--- src/rtl/pwm_capture.sv ---
// pwm_capture: measures PWM period (rise to rise) and high time (rise to fall) in sysclk cycles.
// Define PWM_CAPTURE_FILTER_EN to insert a 3-sample glitch filter after the synchronizer.
module pwm_capture #(
  parameter int WIDTH = 20
) (
  input  logic             sysclk,
  input  logic             reset,
  input  logic             pwm_in,
  output logic [WIDTH-1:0] period_out,
  output logic [WIDTH-1:0] high_out,
  output logic             valid,
  output logic             timeout,
  output logic             stuck_level
);

  typedef enum logic [1:0] {
    IDLE = 2'd0,
    HIGH = 2'd1,
    LOW  = 2'd2
  } state_e;

  localparam logic [WIDTH-1:0] CNT_MAX = '1;
  localparam logic [WIDTH-1:0] CNT_ONE = WIDTH'(1);

  state_e           state_q, state_d;
  logic             s1_q, s2_q, s3_q;
  logic             lvl, rise, fall;
  logic [WIDTH-1:0] cnt_q, cnt_d;
  logic [WIDTH-1:0] high_tmp_q, high_tmp_d;
  logic [WIDTH-1:0] period_q, period_d;
  logic [WIDTH-1:0] high_q, high_d;
  logic             valid_q, valid_d;
  logic             timeout_q, timeout_d;
  logic             stuck_q, stuck_d;

  // NOTE: sequential state uses non-blocking assignments so every flop samples pre-edge values.
  always_ff @(posedge sysclk or negedge reset) begin
    if (!reset) begin
      s1_q <= 1'b0;
      s2_q <= 1'b0;
      s3_q <= 1'b0;
    end else begin
      s1_q <= pwm_in;
      s2_q <= s1_q;
      s3_q <= lvl;
    end
  end

`ifdef PWM_CAPTURE_FILTER_EN
  logic f1_q, f2_q;

  always_ff @(posedge sysclk or negedge reset) begin
    if (!reset) begin
      f1_q <= 1'b0;
      f2_q <= 1'b0;
    end else begin
      f1_q <= s2_q;
      f2_q <= f1_q;
    end
  end

  // s3_q holds the filtered level; it follows s2 only after three matching samples.
  always_comb lvl = (s2_q == f1_q && f1_q == f2_q) ? s2_q : s3_q;
`else
  always_comb lvl = s2_q;
`endif

  assign rise = lvl & ~s3_q;
  assign fall = ~lvl & s3_q;

  always_ff @(posedge sysclk or negedge reset) begin
    if (!reset) begin
      state_q    <= IDLE;
      cnt_q      <= '0;
      high_tmp_q <= '0;
      period_q   <= '0;
      high_q     <= '0;
      valid_q    <= 1'b0;
      timeout_q  <= 1'b0;
      stuck_q    <= 1'b0;
    end else begin
      state_q    <= state_d;
      cnt_q      <= cnt_d;
      high_tmp_q <= high_tmp_d;
      period_q   <= period_d;
      high_q     <= high_d;
      valid_q    <= valid_d;
      timeout_q  <= timeout_d;
      stuck_q    <= stuck_d;
    end
  end

  // NOTE: every output of this block gets a default first, so no latches are inferred.
  always_comb begin
    state_d    = state_q;
    cnt_d      = cnt_q;
    high_tmp_d = high_tmp_q;
    period_d   = period_q;
    high_d     = high_q;
    valid_d    = 1'b0;
    timeout_d  = timeout_q;
    stuck_d    = stuck_q;
    if (state_q != IDLE && cnt_q != CNT_MAX) cnt_d = cnt_q + CNT_ONE;

    unique case (state_q)
      IDLE: begin
        if (rise) begin
          state_d   = HIGH;
          cnt_d     = CNT_ONE;
          timeout_d = 1'b0;
        end
      end
      HIGH: begin
        if (rise) begin
          cnt_d = CNT_ONE;
        end else if (fall) begin
          state_d    = LOW;
          high_tmp_d = cnt_q;
        end else if (cnt_q == CNT_MAX) begin
          state_d   = IDLE;
          timeout_d = 1'b1;
          stuck_d   = s2_q;
        end
      end
      LOW: begin
        // A rise on the saturation cycle still completes a normal measurement.
        if (rise) begin
          state_d  = HIGH;
          period_d = cnt_q;
          high_d   = high_tmp_q;
          valid_d  = 1'b1;
          cnt_d    = CNT_ONE;
        end else if (cnt_q == CNT_MAX) begin
          state_d   = IDLE;
          timeout_d = 1'b1;
          stuck_d   = s2_q;
        end
      end
      default: state_d = IDLE;
    endcase
  end

  assign period_out  = period_q;
  assign high_out    = high_q;
  assign valid       = valid_q;
  assign timeout     = timeout_q;
  assign stuck_level = stuck_q;

endmodule

--- config.mk ---
export PLATFORM = sky130hd
export DESIGN_NAME = pwm_capture
export DESIGN_NICKNAME = d
export VERILOG_FILES = /design/src/rtl/pwm_capture.sv
export SDC_FILE = /design/constraint.sdc
export NUM_CORES = 1
export LEC_CHECK = 0
export ABC_AREA = 0
export CAP_MARGIN = 10
export CORE_MARGIN = 1
export CORE_UTILIZATION = 35
export DETAILED_ROUTE_END_ITERATION = 10
export MAX_ROUTING_LAYER = met4
export PLACE_DENSITY = 0.51
export SLEW_MARGIN = 5
export SYNTH_ARGS = -nofsm -noshare
export SYNTH_HDL_FRONTEND = slang
export SYNTH_SLANG_ARGS = --single-unit
--- constraint.sdc ---
create_clock -name sysclk -period 2.3 [get_ports sysclk]
set_input_delay 0.46 -clock sysclk [delete_from_list [all_inputs] [get_ports sysclk]]
set_output_delay 0.46 -clock sysclk [all_outputs]
set_load 0.005 [all_outputs]
---- Yosys cells after proc, flatten, opt, wreduce, memory -nomap -nowiden ----
Index checks and enable logic that the tools add are counted.
cells by class
  add/subtract/negate cells ............... 1
  equal/unequal tests ..................... 8
  muxes and demuxes ....................... 22
  bitwise gates (word level) .............. 5
  reductions and logical operators ........ 11
operator list
  cell                     number
  $mux W20                 3
  $add A20 B1 Y20 const B  1
  $eq A20 B20 Y1 const B   1
  $ne A20 B20 Y1 const B   1
  $mux W1                  11
  $mux W2                  5
  $ne A2 B2 Y1 const B     4
  $pmux W2 S3              1
  $reduce_and A5 Y1        1
  $reduce_and A2 Y1        2
  $reduce_and A4 Y1        1
  $reduce_bool A2 Y1       2
  $not A1 Y1               3
  $pmux W1 S3              1
  $reduce_and A3 Y1        1
  $reduce_bool A3 Y1       1
  $reduce_or A3 Y1         1
  $and A1 B1 Y1            2
  $eq A2 B1 Y1 const B     1
  $eq A2 B2 Y1 const B     1
  $logic_not A2 Y1         1
  $pmux W1 S2              1
  $logic_and A1 B1 Y1      1
storage, ports and cells
  bits in registers ....................... 88
  input bits .............................. 3
  output and inout port bits .............. 43

---- Logic depth before layout (Yosys ltp) ----
  depth after elaboration ................. 5
  mapped depth ............................ 8

---- Worst setup path after synthesis ----
No wires, ideal clock.
  kind .................................... register to register
  from .................................... reg cnt_q[0]
  to ...................................... reg cnt_q[11]
  setup time .............................. 0.077 ns
  arrival ................................. 1.990 ns
  slack ................................... 0.233 ns
  cell stages (with the launch flop) ...... 9
  cells stage by stage .................... dfrtp_1 -> ha_1 -> and3_1 -> nor2b_1 -> buf_6 -> a21o_1 -> buf_6 -> or4_1 -> a21oi_1
between the ends
  word-level cells in the longest chain between the ends .. 5
RTL lines
  item                                                     RTL line       RTL
  from (decl)                                              28             logic [WIDTH-1:0] cnt_q, cnt_d;
  from (signal assigned)                                   83             cnt_q <= cnt_d;
  branches (longest 2 deep; another with $add A20 B1 Y20)  -
  $mux W20 (*)                                             103            if (state_q != IDLE && cnt_q != CNT_MAX) cnt_d = cnt_q + CNT_ONE;
  $mux W20                                                 107, 114, 127
  $mux W20 (*)                                             -
  net cnt_d[11]                                            28
Mark *: on every way through the listed nets, which the timed path passes.
A chain may end at the register's enable or synchronous reset.

---- Final worst setup path ----
  from .................................... reg cnt_q[1]
  to ...................................... reg cnt_q[17]
Same word-level chain as after synthesis.

==> flow_summary.json <==
{
  "fin_skew_ns": 0.0101,
  "post_cts_resized": 0,
  "syn_nets": 296,
  "drt_wl_total_mm": 6.89,
  "first_iter_violations": 110,
  "io_buffer_count": 45,
  "die_y_um": 105,
  "worst-path-max-fanout": 10,
  "drtAntennaViolNets": 0,
  "syn_area_mm2": 0.00374,
  "cts_max_path_buffers": 2,
  "row_count": 37,
  "postLayoutCoreUtil": 0.444,
  "chipWidth_um": 105,
  "synth_cell_types": 39,
  "final_nets": 349,
  "cts_sinks": 88,
  "setup_slack_ns": 0.214,
  "overflow": 0,
  "clk_latency_ns": 0.36,
  "ys_seq_elements": 88,
  "via_per_inst": 4.93,
  "worstHoldPathType": "primary input to asynchronous set/reset pin",
  "syn2layout_area_growth_pct": 22.5,
  "max_freq_mhz": 479,
  "synth_xor_xnor_area_share": 0.0281,
  "drcViolationCount": 0,
  "path_clk_slew_ns": 0.09,
  "dominantRegCellSynth": "dfrtp_1",
  "relSlewSlack": 0.679,
  "core-area_mm2": 0.0103,
  "synthAdderAreaFrac": 0.0167,
  "r2r-end": "cnt_q[17]",
  "leakagePower_nw": 2.10,
  "outcome": "finished clean",
  "tightest_slew_ns": 0.481,
  "ys_seq_area_frac": 0.589,
  "setup_tns_ns": 0,
  "cts_buffers": 9,
  "crit_path_start_kind": "register",
  "r2r_cells": 6,
  "htree_levels": 3,
  "wl_per_cell_um": 14.3,
  "grt_max_degree": 89,
  "cap_violations": 0,
  "synth_cells": 288,
  "hold_viol": 0,
  "synth_compound_area_frac": 0.0545,
  "io_pins": 46,
  "setup_violations": 0,
  "fill_cells": 967,
  "grt_pass1_wl_mm": 12.1,
  "pre_cts_slack_ns": 0.205,
  "postLayoutCellArea_mm2": 0.00458,
  "grt_antenna_before_repair": 0,
  "rsz0062_at_grt": "no",
  "critPathKind": "register to register",
  "synth_area_per_cell_um2": 13.0,
  "initial_core_util": 0.362,
  "cts_hold_buf": 0,
  "design.die.area_mm2": 0.0111,
  "yosys.area_share.simple": 0.101,
  "cts_tree": "yes",
  "final_cells": 481,
  "required_ns": 2.58,
  "grt_use_total": 0.143,
  "dr_total_vias": 2369,
  "muxShareOfSynthArea": 0.184,
  "synth_top_family_by_area": "multiplexers",
  "gp_routability_congestion": 0.765,
  "p_per_area_mw_per_mm2": 703,
  "worst_ep_arrival_time_ns": 2.37,
  "dpl.cell_count": 466,
  "clock_tree.root_cell": "clkbuf_8",
  "endpoint_kind": "register",
  "r2r_start": "cnt_q[1]",
  "post_cts_buffers": 0,
  "grt_pass1_vias": 2407,
  "fin_crit_ns": 2.09,
  "firstDrtPassIters": 4,
  "synth-warning-count": 0,
  "ir_drop_v": 0.000401,
  "dp_hpwl_mm": 4.62,
  "synthArstFlopShare": 1.00,
  "drv_slew": 0,
  "drive_above_1_share": 0.267,
  "dpl_cell_area_mm2": 0.00439,
  "rrSetupSlack_ns": 0.21,
  "period_share": 0.907,
  "antennaDiodeCount": 0,
  "synth_edf_count": 0
}
[cell usage in the layout (no fill, tap or decap), types with 2 or more instances in the layout]
| cell type | synthesis | final |
|---|---|---|
| dfrtp_1 | 88 | 88 |
| and2_1 | 2 | 2 |
| a211oi_1 | 5 | 5 |
| nand3_1 | 7 | 7 |
| nand2_1 | 12 | 11 |
| xor2_1 | 2 | 2 |
| o21ai_0 | 5 | 5 |
| clkdlybuf4s50_1 | 0 | 44 |
| clkbuf_8 | 0 | 9 |
| a21oi_1 | 11 | 11 |
| nand2b_1 | 3 | 3 |
| nor4_1 | 5 | 5 |
| o31ai_1 | 2 | 2 |
| or4_1 | 2 | 2 |
| inv_1 | 6 | 6 |
| nor2b_1 | 3 | 3 |
| nor3_1 | 4 | 4 |
| clkinvlp_4 | 0 | 4 |
| and4_1 | 2 | 2 |
| a31oi_1 | 2 | 2 |
| buf_12 | 0 | 2 |
| buf_4 | 0 | 10 |
| xnor2_1 | 10 | 10 |
| o31a_1 | 2 | 2 |
| nand4_1 | 5 | 5 |
| ha_1 | 5 | 5 |
| mux2_2 | 61 | 61 |
| nor2_1 | 18 | 18 |
[per-layer routing]
| metal | routed length (um) | vias up | global-route usage |
|---|---|---|---|
| li1 | - | 1138 | - |
| met1 | 3320 | 1187 | 0.187 |
| met2 | 3240 | 36 | 0.214 |
| met3 | 223 | 8 | 0.0396 |
| met4 | 108 | 0 | 0.0513 |
| met5 | 0 | - | - |
[state kept, by name, summed over array words and instances (netlist names)]
| register | count |
|---|---|
| cnt_q | 20 |
| high_out | 20 |
| high_tmp_q | 20 |
| lvl | 1 |
| period_out | 20 |
| s1_q | 1 |
| s3_q | 1 |
| state_q | 2 |
| stuck_level | 1 |
| timeout | 1 |
| valid | 1 |
[logic make-up (layout without fill, tap and decap cells)]
family	count (synthesis)	after routing
compound gates	32	32
mux	61	61
fa+ha+maj	5	5
xor+xnor	12	12
flops	88	88
buf+inv	20	77
simple gates	70	70
[through the flow]
stage	power [mW]	hold WS [ns]
floorplan	2.03	0.164
global placement	2.20	0.332
detailed placement	2.21	0.335
CTS	3.28	0.144
global route	3.41	0.162
finish	3.22	0.108
[cell type report]
class	instances	area [um^2]	share of cell area
sequential	88	2200	0.480
multi-input combinational	180	1440	0.314
timing repair buffer	56	556	0.121
tap	136	170	0.0371
clock buffer	9	124	0.0270
clock inverter	6	68.8	0.0150
inverter	6	22.5	0.00491
[cells in the mapped netlist (2+ instances only)]
cell type / n / area (um^2)
nor4_1: 5 / 31.3
a21oi_1: 11 / 55.1
nand2b_1: 3 / 18.8
buf_2: 3 / 15.0
xnor2_1: 10 / 87.6
nor3_1: 4 / 20.0
xor2_1: 2 / 17.5
o31ai_1: 2 / 15.0
buf_1: 6 / 22.5
nand3_1: 7 / 35.0
a31oi_1: 2 / 12.5
a211oi_1: 5 / 37.5
nor2b_1: 3 / 18.8
o31a_1: 2 / 17.5
nand4_1: 5 / 31.3
and2_1: 2 / 12.5
o21ai_0: 5 / 25.0
mux2_2: 61 / 687
clkbuf_1: 2 / 7.51
nand2_1: 12 / 45.0
nor2_1: 18 / 67.6
dfrtp_1: 88 / 2200
buf_6: 3 / 33.8
or4_1: 2 / 15.0
ha_1: 5 / 62.6
inv_1: 6 / 22.5
and4_1: 2 / 17.5
[report_power, final]
part / internal [mW] / total (mW) / switching [mW] / leakage (nW)
logic: 0.213 / 0.466 / 0.253 / 0.805
registers: 1.63 / 1.70 / 0.0724 / 1.21
clock network: 0.499 / 1.05 / 0.553 / 0.0840
total: 2.34 / 3.22 / 0.879 / 2.10
[worst max-delay path by stage]
stage,cells after the start,slack [ns],to,startpoint
after floorplan,8,0.23,cnt_q[11],cnt_q[0]
after global routing,6,0.07,cnt_q[13],cnt_q[10]
after global placement,6,0.26,cnt_q[17],cnt_q[1]
after CTS,6,0.21,cnt_q[17],cnt_q[1]
after detailed placement,6,0.20,cnt_q[17],cnt_q[1]
final,6,0.21,cnt_q[17],cnt_q[1]
[critical path, cell delays in order, from the launching register on]
cell and delay (ns):
dfrtp_1 0.44, ha_1 0.23, and3_1 0.20, nor2b_1 0.17
a21o_1 0.30, or4_1 0.53, a21oi_1 0.15
Power figures use the tool's default switching activity.
